**config.mk**
```make
export PLATFORM = sky130hd
export DESIGN_NAME = load_store_unit
export DESIGN_NICKNAME = d
export VERILOG_FILES = /design/src/rtl/lsu_pkg.sv /design/src/rtl/lsu_lane.sv /design/src/rtl/load_store_unit.sv
export SDC_FILE = /design/constraint.sdc
export NUM_CORES = 1
export LEC_CHECK = 0
export BUFFER_PORTS_ARGS = -buffer_cell sky130_fd_sc_hd__buf_2
export CAP_MARGIN = 0
export CORE_ASPECT_RATIO = 1.2
export CORE_MARGIN = 10
export CORE_UTILIZATION = 50
export CTS_CLUSTER_DIAMETER = 80
export CTS_CLUSTER_SIZE = 12
export DETAILED_ROUTE_END_ITERATION = 8
export HOLD_SLACK_MARGIN = 0.08
export PLACE_DENSITY = 0.75
export SLEW_MARGIN = 15
export SYNTH_ARGS = -nofsm -noshare
export SYNTH_HDL_FRONTEND = slang
export SYNTH_HIERARCHICAL = 1
export SYNTH_SLANG_ARGS = --single-unit
```
**constraint.sdc**
```tcl
create_clock -name clk -period 3.1 [get_ports clk]
set_clock_uncertainty 0.15 [all_clocks]
set_input_delay 0.31 -clock clk [delete_from_list [all_inputs] [get_ports clk]]
set_output_delay 0.31 -clock clk [all_outputs]
set_load 0.02 [all_outputs]
```
**src/rtl/lsu_pkg.sv**
```systemverilog
// Shared types and helpers for the load/store unit: access sizes, FSM states,
// size-to-byte-count constants and the alignment rule.
package lsu_pkg;

  typedef enum logic [1:0] {
    SIZE_BYTE   = 2'b00,
    SIZE_HALF   = 2'b01,
    SIZE_WORD   = 2'b10,
    SIZE_DOUBLE = 2'b11
  } lsu_size_e;

  typedef enum logic [2:0] {
    IDLE,
    LOAD,
    RMW_READ,
    WRITE,
    RESP
  } lsu_state_e;

  localparam logic [3:0] BYTES_BYTE   = 4'd1;
  localparam logic [3:0] BYTES_HALF   = 4'd2;
  localparam logic [3:0] BYTES_WORD   = 4'd4;
  localparam logic [3:0] BYTES_DOUBLE = 4'd8;

  function automatic logic [3:0] size_bytes(input lsu_size_e size);
    case (size)
      SIZE_BYTE: return BYTES_BYTE;
      SIZE_HALF: return BYTES_HALF;
      SIZE_WORD: return BYTES_WORD;
      default:   return BYTES_DOUBLE;
    endcase
  endfunction

  // An access is aligned when the low address bits are a multiple of its byte count.
  function automatic logic is_misaligned(input lsu_size_e size, input logic [2:0] addr_lo);
    logic [3:0] lo_mask;
    lo_mask = size_bytes(size) - 4'd1;
    return (addr_lo & lo_mask[2:0]) != 3'b000;
  endfunction

endpackage

```
**src/rtl/lsu_lane.sv**
```systemverilog
// Little-endian lane handling: extracts and extends a load lane from a 64-bit
// word, and merges a store lane into a previously read word.
module lsu_lane
  import lsu_pkg::*;
(
  input  logic [63:0] rd_word,
  input  logic [63:0] base_word,
  input  logic [63:0] wdata,
  input  logic [2:0]  addr_lo,
  input  logic [1:0]  size,
  input  logic        is_unsigned,
  output logic [63:0] load_data,
  output logic [63:0] merged_data
);

  logic [5:0]         shamt;
  logic [63:0]        shifted;
  logic [63:0]        lane_mask;
  logic signed [7:0]  lane_b;
  logic signed [15:0] lane_h;
  logic signed [31:0] lane_w;

  assign shamt = {addr_lo, 3'b000};

  // Shift the addressed lane down to bit 0, then zero- or sign-extend it.
  always_comb begin
    shifted   = rd_word >> shamt;
    lane_b    = shifted[7:0];
    lane_h    = shifted[15:0];
    lane_w    = shifted[31:0];
    load_data = rd_word;
    case (lsu_size_e'(size))
      SIZE_BYTE: begin
        if (is_unsigned) load_data = {56'd0, shifted[7:0]};
        else             load_data = 64'(lane_b);
      end
      SIZE_HALF: begin
        if (is_unsigned) load_data = {48'd0, shifted[15:0]};
        else             load_data = 64'(lane_h);
      end
      SIZE_WORD: begin
        if (is_unsigned) load_data = {32'd0, shifted[31:0]};
        else             load_data = 64'(lane_w);
      end
      default: load_data = rd_word;
    endcase
  end

  // Replace only the target lane of the captured word with the store data.
  always_comb begin
    case (lsu_size_e'(size))
      SIZE_BYTE: lane_mask = 64'h0000_0000_0000_00FF;
      SIZE_HALF: lane_mask = 64'h0000_0000_0000_FFFF;
      SIZE_WORD: lane_mask = 64'h0000_0000_FFFF_FFFF;
      default:   lane_mask = 64'hFFFF_FFFF_FFFF_FFFF;
    endcase
    merged_data = (base_word & ~(lane_mask << shamt)) | ((wdata & lane_mask) << shamt);
  end

endmodule

```
**src/rtl/load_store_unit.sv**
```systemverilog
// Load/store unit: accepts one access at a time, checks alignment and ROM
// protection, and performs loads, full-word stores and read-modify-write
// sub-word stores against a 64-bit word memory.
module load_store_unit
  import lsu_pkg::*;
#(
  parameter int rom_size = 16
) (
  input  logic        clk,
  input  logic        rst,
  input  logic        req_valid,
  output logic        req_ready,
  input  logic        req_we,
  input  logic [31:0] req_addr,
  input  logic [63:0] req_wdata,
  input  logic [1:0]  req_size,
  input  logic        req_unsigned,
  output logic        resp_valid,
  output logic [63:0] resp_rdata,
  output logic        resp_err,
  output logic [31:0] mem_addr,
  output logic [63:0] mem_wr_data,
  output logic        mem_wr_enable,
  output logic        mem_rd_enable,
  input  logic [63:0] mem_rd_data
);

  localparam logic [28:0] ROM_WORDS = 29'(rom_size);

  lsu_state_e  state;
  logic        we_q;
  logic        uns_q;
  logic        err_q;
  logic [31:0] addr_q;
  logic [63:0] wdata_q;
  logic [63:0] cap_q;
  logic [63:0] rdata_q;
  logic [1:0]  size_q;

  logic        req_err;
  logic        mem_active;
  logic [63:0] load_data;
  logic [63:0] merged_data;

  assign req_err = is_misaligned(lsu_size_e'(req_size), req_addr[2:0]) ||
                   (req_we && (req_addr[31:3] < ROM_WORDS));

  lsu_lane u_lane (
    .rd_word     (mem_rd_data),
    .base_word   (cap_q),
    .wdata       (wdata_q),
    .addr_lo     (addr_q[2:0]),
    .size        (size_q),
    .is_unsigned (uns_q),
    .load_data   (load_data),
    .merged_data (merged_data)
  );

  // Access sequencer: latch the request on accept, then walk the memory phases.
  always_ff @(posedge clk) begin
    if (rst) begin
      state   <= IDLE;
      we_q    <= 1'b0;
      uns_q   <= 1'b0;
      err_q   <= 1'b0;
      addr_q  <= 32'd0;
      wdata_q <= 64'd0;
      size_q  <= 2'b00;
      cap_q   <= 64'd0;
      rdata_q <= 64'd0;
    end else begin
      case (state)
        IDLE: begin
          if (req_valid) begin
            we_q    <= req_we;
            uns_q   <= req_unsigned;
            err_q   <= req_err;
            addr_q  <= req_addr;
            wdata_q <= req_wdata;
            size_q  <= req_size;
            cap_q   <= 64'd0;
            rdata_q <= 64'd0;
            if (req_err)                       state <= RESP;
            else if (!req_we)                  state <= LOAD;
            else if (req_size == SIZE_DOUBLE)  state <= WRITE;
            else                               state <= RMW_READ;
          end
        end
        LOAD: begin
          rdata_q <= load_data;
          state   <= RESP;
        end
        RMW_READ: begin
          cap_q <= mem_rd_data;
          state <= WRITE;
        end
        WRITE:   state <= RESP;
        RESP:    state <= IDLE;
        default: state <= IDLE;
      endcase
    end
  end

  // Handshake, response and memory strobes decoded from the registered state.
  always_comb begin
    mem_active    = (state == LOAD) || (state == RMW_READ) || (state == WRITE);
    req_ready     = (state == IDLE);
    resp_valid    = (state == RESP);
    resp_err      = resp_valid && err_q;
    resp_rdata    = resp_valid ? rdata_q : 64'd0;
    mem_rd_enable = (state == LOAD) || (state == RMW_READ);
    // Reset must gate the write strobe immediately so an interrupted WRITE commits nothing.
    mem_wr_enable = (state == WRITE) && !rst;
    mem_addr      = mem_active ? {addr_q[31:3], 3'b000} : 32'd0;
    mem_wr_data   = 64'd0;
    if (state == WRITE) begin
      mem_wr_data = (size_q == SIZE_DOUBLE) ? wdata_q : merged_data;
    end
    // we_q is kept for visibility of the accepted request; routing is fixed at accept.
    if (we_q && (state == LOAD)) mem_addr = mem_addr;
  end

endmodule

```
## Yosys cells after proc, flatten, opt, wreduce, memory -nomap -nowiden

Cells that the tools add are included.

| word-level totals | value |
|---|---|
| output and inout port bits | 165 |
| register bits after elaboration | 231 |
| bits of input ports | 167 |
| logic and storage cells | 64 |

| operators by class | value |
|---|---|
| $lt $le $gt $ge | 1 |
| mux-type cells | 18 |
| bitwise logic cells | 5 |
| reduce and logical (&&, ||, !) cells | 17 |
| $add $sub $neg | 1 |
| shift operators | 3 |
| eq/ne operators | 11 |

Operator list:

| kind | number |
|---|---|
| 64-bit two-way mux | 7 |
| 64-bit one-hot mux with 3 select lines | 2 |
| 64-bit one-hot mux with 2 select lines | 2 |
| 64-bit bitwise AND | 2 |
| 64-bit by 6-bit left shift with 64-bit output | 2 |
| 64-bit inverter | 1 |
| 64-bit OR | 1 |
| 64-bit by 6-bit right shift with 32-bit output | 1 |
| 32-bit two-way mux | 1 |
| 29-bit by 5-bit less-than comparator with 1-bit output (second input constant) | 1 |
| 3-bit one-hot mux with 3 select lines | 2 |
| 2-bit == test (second input constant) | 4 |
| 3-bit by 2-bit == test with 1-bit output (second input constant) | 2 |
| 3-bit two-way mux | 2 |
| 2-bit AND reduction | 3 |
| 2-bit by 1-bit == test with 1-bit output (second input constant) | 2 |
| 2-bit zero test | 2 |
| 2-bit nonzero test | 2 |
| 3-bit bitwise AND | 1 |
| 3-bit by 1-bit == test with 1-bit output (second input constant) | 1 |
| 3-bit == test (second input constant) | 1 |
| 1-bit logical AND | 3 |
| 3-bit zero test | 1 |
| 1-bit logical OR | 3 |
| other kinds (7) | 7 |

## Longest topological paths before layout

| logic depth | value |
|---|---|
| word-level depth | 9 |
| mapped depth | 12 |
| mapped depth without buffers | 7 |

## By module

Netlist, hierarchy kept.

Modules (own cells, without submodules):

| module | cells an instance | instances | seq. area each (sq um) | area each (sq um) |
|---|---|---|---|---|
| load_store_unit | 1373 | 1 | 4624.4 | 9970.8 |
| lsu_lane | 717 | 1 | 0.0 | 4606.9 |

## Least setup slack after synthesis

No wires, ideal clock.

| timing | value |
|---|---|
| path type | reg2out |
| start point | register addr_q[0] |
| end point | output mem_wr_data[16] |
| arrival | 2134 ps |
| path buffers | 3 |
| path slack | 506 ps |
| stages on the path, launching flop included | 9 |
| path through | dfxtp_1 > buf_4 > buf_4 > and2_1 > clkbuf_1 > o31ai_1 > a22o_1 > nand2_1 > a21oi_1 |

| between the ends | value |
|---|---|
| longest elaborated chain between the ends | 6 |

RTL lines:

| what | line | text |
|---|---|---|
| start: declaration | load_store_unit.sv:34 | `logic [31:0] addr_q;` |
| start signal: assignment | load_store_unit.sv:78 | `addr_q <= req_addr;` |
| 64-bit by 6-bit left shift with 64-bit output | lsu_lane.sv:57 | `merged_data = (base_word & ~(lane_mask << shamt)) \| ((wdata & lane_mask) << shamt);` |
| 64-bit inverter | lsu_lane.sv:57 |  |
| 64-bit bitwise AND | lsu_lane.sv:57 |  |
| 64-bit OR (*) | lsu_lane.sv:57 |  |
| via merged_data[16] | load_store_unit.sv:43 | `logic [63:0] merged_data;` |
| 64-bit two-way mux (*) | load_store_unit.sv:117 | `mem_wr_data = (size_q == SIZE_DOUBLE) ? wdata_q : merged_data;` |
| 64-bit two-way mux (*) | load_store_unit.sv:116 | `if (state == WRITE) begin` |
| end: declaration | load_store_unit.sv:22 | `output logic [63:0] mem_wr_data,` |

Mark *: on every way through the listed nets, which the timed path passes. The rest lies on a longest branch.

## Final worst setup path

| timing | value |
|---|---|
| start point | register addr_q[0] |
| end point | output mem_wr_data[55] |

The elaborated chain is that of the path after synthesis.

==> results_dict.tcl <==
set metrics [dict create \
    gp_congestion 1.07 \
    yosys_warnings 6 \
    nets 2678 \
    pwr-share-clk_pct 33.3 \
    numCtsBuffers 24 \
    hold_end "state[1]$_SDFFE_PP0P_" \
    min-delay-start "req_valid" \
    clk_pin_slew_ps 70 \
    rows 68 \
    synth-seq-cells 231 \
    drt_iter0_markers 2323 \
    cts_buffer_depth 3 \
    coreArea_sq_um 28800 \
    grt_antenna_before_repair 3 \
    clock_sinks 231 \
    crit_path_top_delay_cell "dfxtp_4" \
    irDropWorstVdd_mv 0.444 \
    cts_max_level 1 \
    cts_root_buffer "clkbuf_16" \
    ff2ff_path_depth 10 \
    crit_path_max_incr_delay_ps 410 \
    status "finished, final reports clean" \
    max_cap_viol_count 0 \
    r2r_setup_slack_ps 180 \
    crit_required_ps 2640 \
    postSynth.asyncResetShare_pct 0 \
    first_pass_iters 6 \
    io_buffers 328 \
    r2r-end "rdata_q[52]$_SDFFE_PP0P_" \
    path_cells "bufbuf_16 -> nor2b_1 -> nor2_1 -> a21oi_1 -> a221o_1 -> nand2_1 -> a21oi_1 -> buf_2" \
    switching_share_pct 33.8 \
    end_kind "output port" \
    fp.dieW_microns 176 \
    period_share_pct 100 \
    timing.setup.critical_path_class "flip-flop to output port" \
    dpl.hpwl_microns 47700 \
    period_minus_slack_ps 3100 \
    grt_start_max_net_pins 72 \
    p_switching_mw 2.74 \
    leakage_nw 7.91 \
    arrival_ps 2640 \
    initial_utilization_pct 50.7 \
    netlist_area_sq_um 14600 \
    grtUsageTotal_pct 36.6 \
    fmax_ghz 0.323 \
    cp-start-kind "flip-flop" \
    worstHoldPathType "primary input to flip-flop" \
    syn_inst 2090 \
    reg2reg_from "addr_q[0]$_SDFFE_PP0P_" \
    grt_overflow_total 0 \
    clock_latency_ps 560 \
    antenna_left 0 \
    viasPerCell 6.28 \
    max-slew-margin-rel_pct 52.3 \
    whs_path_depth 4 \
    yosysUniqueCellTypes 61 \
    placedCellCount 2670 \
    num_vias 18200 \
    die_h_microns 207 \
    routed_wl_microns 71900 \
    p_per_area_nw_per_um2 423 \
    intPower_mw 5.39 \
    grt_pass1_vias 17400 \
    setup_viol 0 \
    rsz0062_at_grt "true" \
    fp.dieArea_sq_um 36400 \
    cp_max_fo 28 \
    drcViolationCount 0 \
    synth_edf_count 0 \
    fill_cells 2487 \
    area_growth_pct 31.8 \
    p_seq_share_pct 40.6 \
    grt_first_pass_wirelength_microns 106000 \
    combPwrFrac_pct 26.1 \
    hold-worst-slack_ps 111 \
    finalMaxSlewViolations 0 \
    synth_seq_area_share_pct 31.7 \
    layout-drive-gt1-share_pct 21.3 \
    finalNonFillerCells 2902 \
    crit_top_cell "a21oi_1" \
    avgRoutedWirePerCell_microns 24.8 \
    ys.flop_type "dfxtp_1" \
    worst_pin_slew_ps 716 \
    avgSynthCellArea_sq_um 6.97 \
    cts_tree "yes" \
    num_io_pins 332 \
    hold_violations 0 \
]
==> sequential cells by signal (all words and copies together), names as in the netlist <==
name     flops
addr_q      32
cap_q       64
err_q        1
rdata_q     64
size_q       2
state        3
uns_q        1
wdata_q     64
==> metrics by stage <==
step                TNS (ps)  total power, mW  area (sq um)  utilization [%]  worst slack (ps)
floorplan                  0             4.49         14600                -               506
global placement           0             5.12         16300             56.8               313
detailed placement         0             5.13         16300             56.8               390
CTS                    -9.74             7.97         19000             66.2             -9.74
global route            -217             8.36         19200             66.8             -35.7
finish                     0             8.13         19200             66.8              1.05
==> how the worst max path moves through the flow <==
stage / start / to / cells after the start
finish: addr_q[0]$_SDFFE_PP0P_ / mem_wr_data[55] / 8
global route: size_q[1]$_SDFFE_PP0P_ / mem_wr_data[36] / 11
CTS: addr_q[0]$_SDFFE_PP0P_ / mem_wr_data[51] / 7
detailed placement: addr_q[2]$_SDFFE_PP0P_ / rdata_q[62]$_SDFFE_PP0P_ / 8
global placement: addr_q[0]$_SDFFE_PP0P_ / mem_wr_data[34] / 9
floorplan: addr_q[0]$_SDFFE_PP0P_ / mem_wr_data[16] / 8
==> synth_stat cells (9+ instances only) <==
cell | count | area (sq um)
a22o_1 | 18 | 158
nor2_1 | 77 | 289
o21ai_0 | 80 | 400
nand2_1 | 535 | 2010
clkbuf_1 | 88 | 330
o211ai_1 | 10 | 75.1
nor2b_1 | 13 | 81.3
and2_1 | 39 | 244
mux2_2 | 38 | 428
buf_2 | 66 | 330
dfxtp_1 | 231 | 4620
a21o_1 | 36 | 270
buf_4 | 15 | 113
mux4_2 | 9 | 203
a21oi_1 | 371 | 1860
buf_6 | 23 | 259
nor3_1 | 19 | 95.1
a211oi_1 | 11 | 82.6
a22oi_1 | 42 | 315
o221ai_1 | 11 | 96.3
nand3_1 | 136 | 681
and3_1 | 65 | 407
mux2i_1 | 41 | 410
buf_1 | 17 | 63.8
==> power groups by stage <==
| stage | clock network, mW | registers [mW] | logic (mW) |
|---|---|---|---|
| after floorplan | 0 | 3.25 | 1.24 |
| after CTS | 2.70 | 3.28 | 2.00 |
| after detailed placement | 0 | 3.34 | 1.79 |
| final | 2.71 | 3.30 | 2.12 |
| after global routing | 2.82 | 3.30 | 2.25 |
| after global placement | 0 | 3.34 | 1.78 |
==> cell usage in the layout (no fill, tap or decap), types with 26 or more instances in the layout <==
cell type | synthesis | layout
mux2_2 | 38 | 38
and3_1 | 65 | 65
nor2_1 | 77 | 73
dlygate4sd3_1 | 0 | 192
and2_1 | 39 | 35
a22oi_1 | 42 | 39
mux2i_1 | 41 | 41
buf_2 | 66 | 327
o21ai_0 | 80 | 73
a21oi_1 | 371 | 359
nand3_1 | 136 | 136
dfxtp_1 | 231 | 225
buf_4 | 15 | 64
nand2_1 | 535 | 530
clkbuf_16 | 0 | 26
a21o_1 | 36 | 36
==> timing repair <==
action                     4_1_cts  5_1_grt
setup endpoints to repair       33       53
resized for setup               18       33
gates cloned                     2        1
hold buffers                   192        0
buffers inserted                 0        5
hold endpoints to repair       194        0
==> cell type report <==
class,instances,area (sq um),area share (%)
Multi-Input combinational cell,1642,8970,46.7
Sequential cell,231,4640,24.1
Timing Repair Buffer,603,4420,23.0
Clock buffer,26,629,3.28
Tap cell,385,482,2.51
Inverter,9,33.8,0.176
Clock inverter,3,27.5,0.143
Antenna cell,3,7.51,0.0391
==> worst max-delay path: cells and delay by family, from the launching register on <==
| family | cells | cell delay, ps |
|---|---|---|
| buf+inv | 2 | 540 |
| compound gates | 3 | 800 |
| flops | 1 | 410 |
| simple gates | 3 | 330 |
==> kinds of logic (layout without fill, tap and decap cells) <==
logic type / Yosys count / in the layout / share of synthesized area, %
muxes: 88 / 88 / 7.14
AOI/OAI and AO/OA: 630 / 630 / 25.3
other: 1 / 6 / 0.0257
and+or+nand+nor: 918 / 918 / 27.8
buffers and inverters: 219 / 641 / 7.78
adders and majority gates: 3 / 3 / 0.206
DFF: 231 / 231 / 31.7
==> layer usage <==
layer	wire length, microns	up-vias	global-route usage (%)
li1	-	8119	-
met1	26600	8585	43.8
met2	33100	1221	59.2
met3	8060	293	9.57
met4	4200	0	18.4
met5	0	-	0
(Power assumes the default switching activity.)
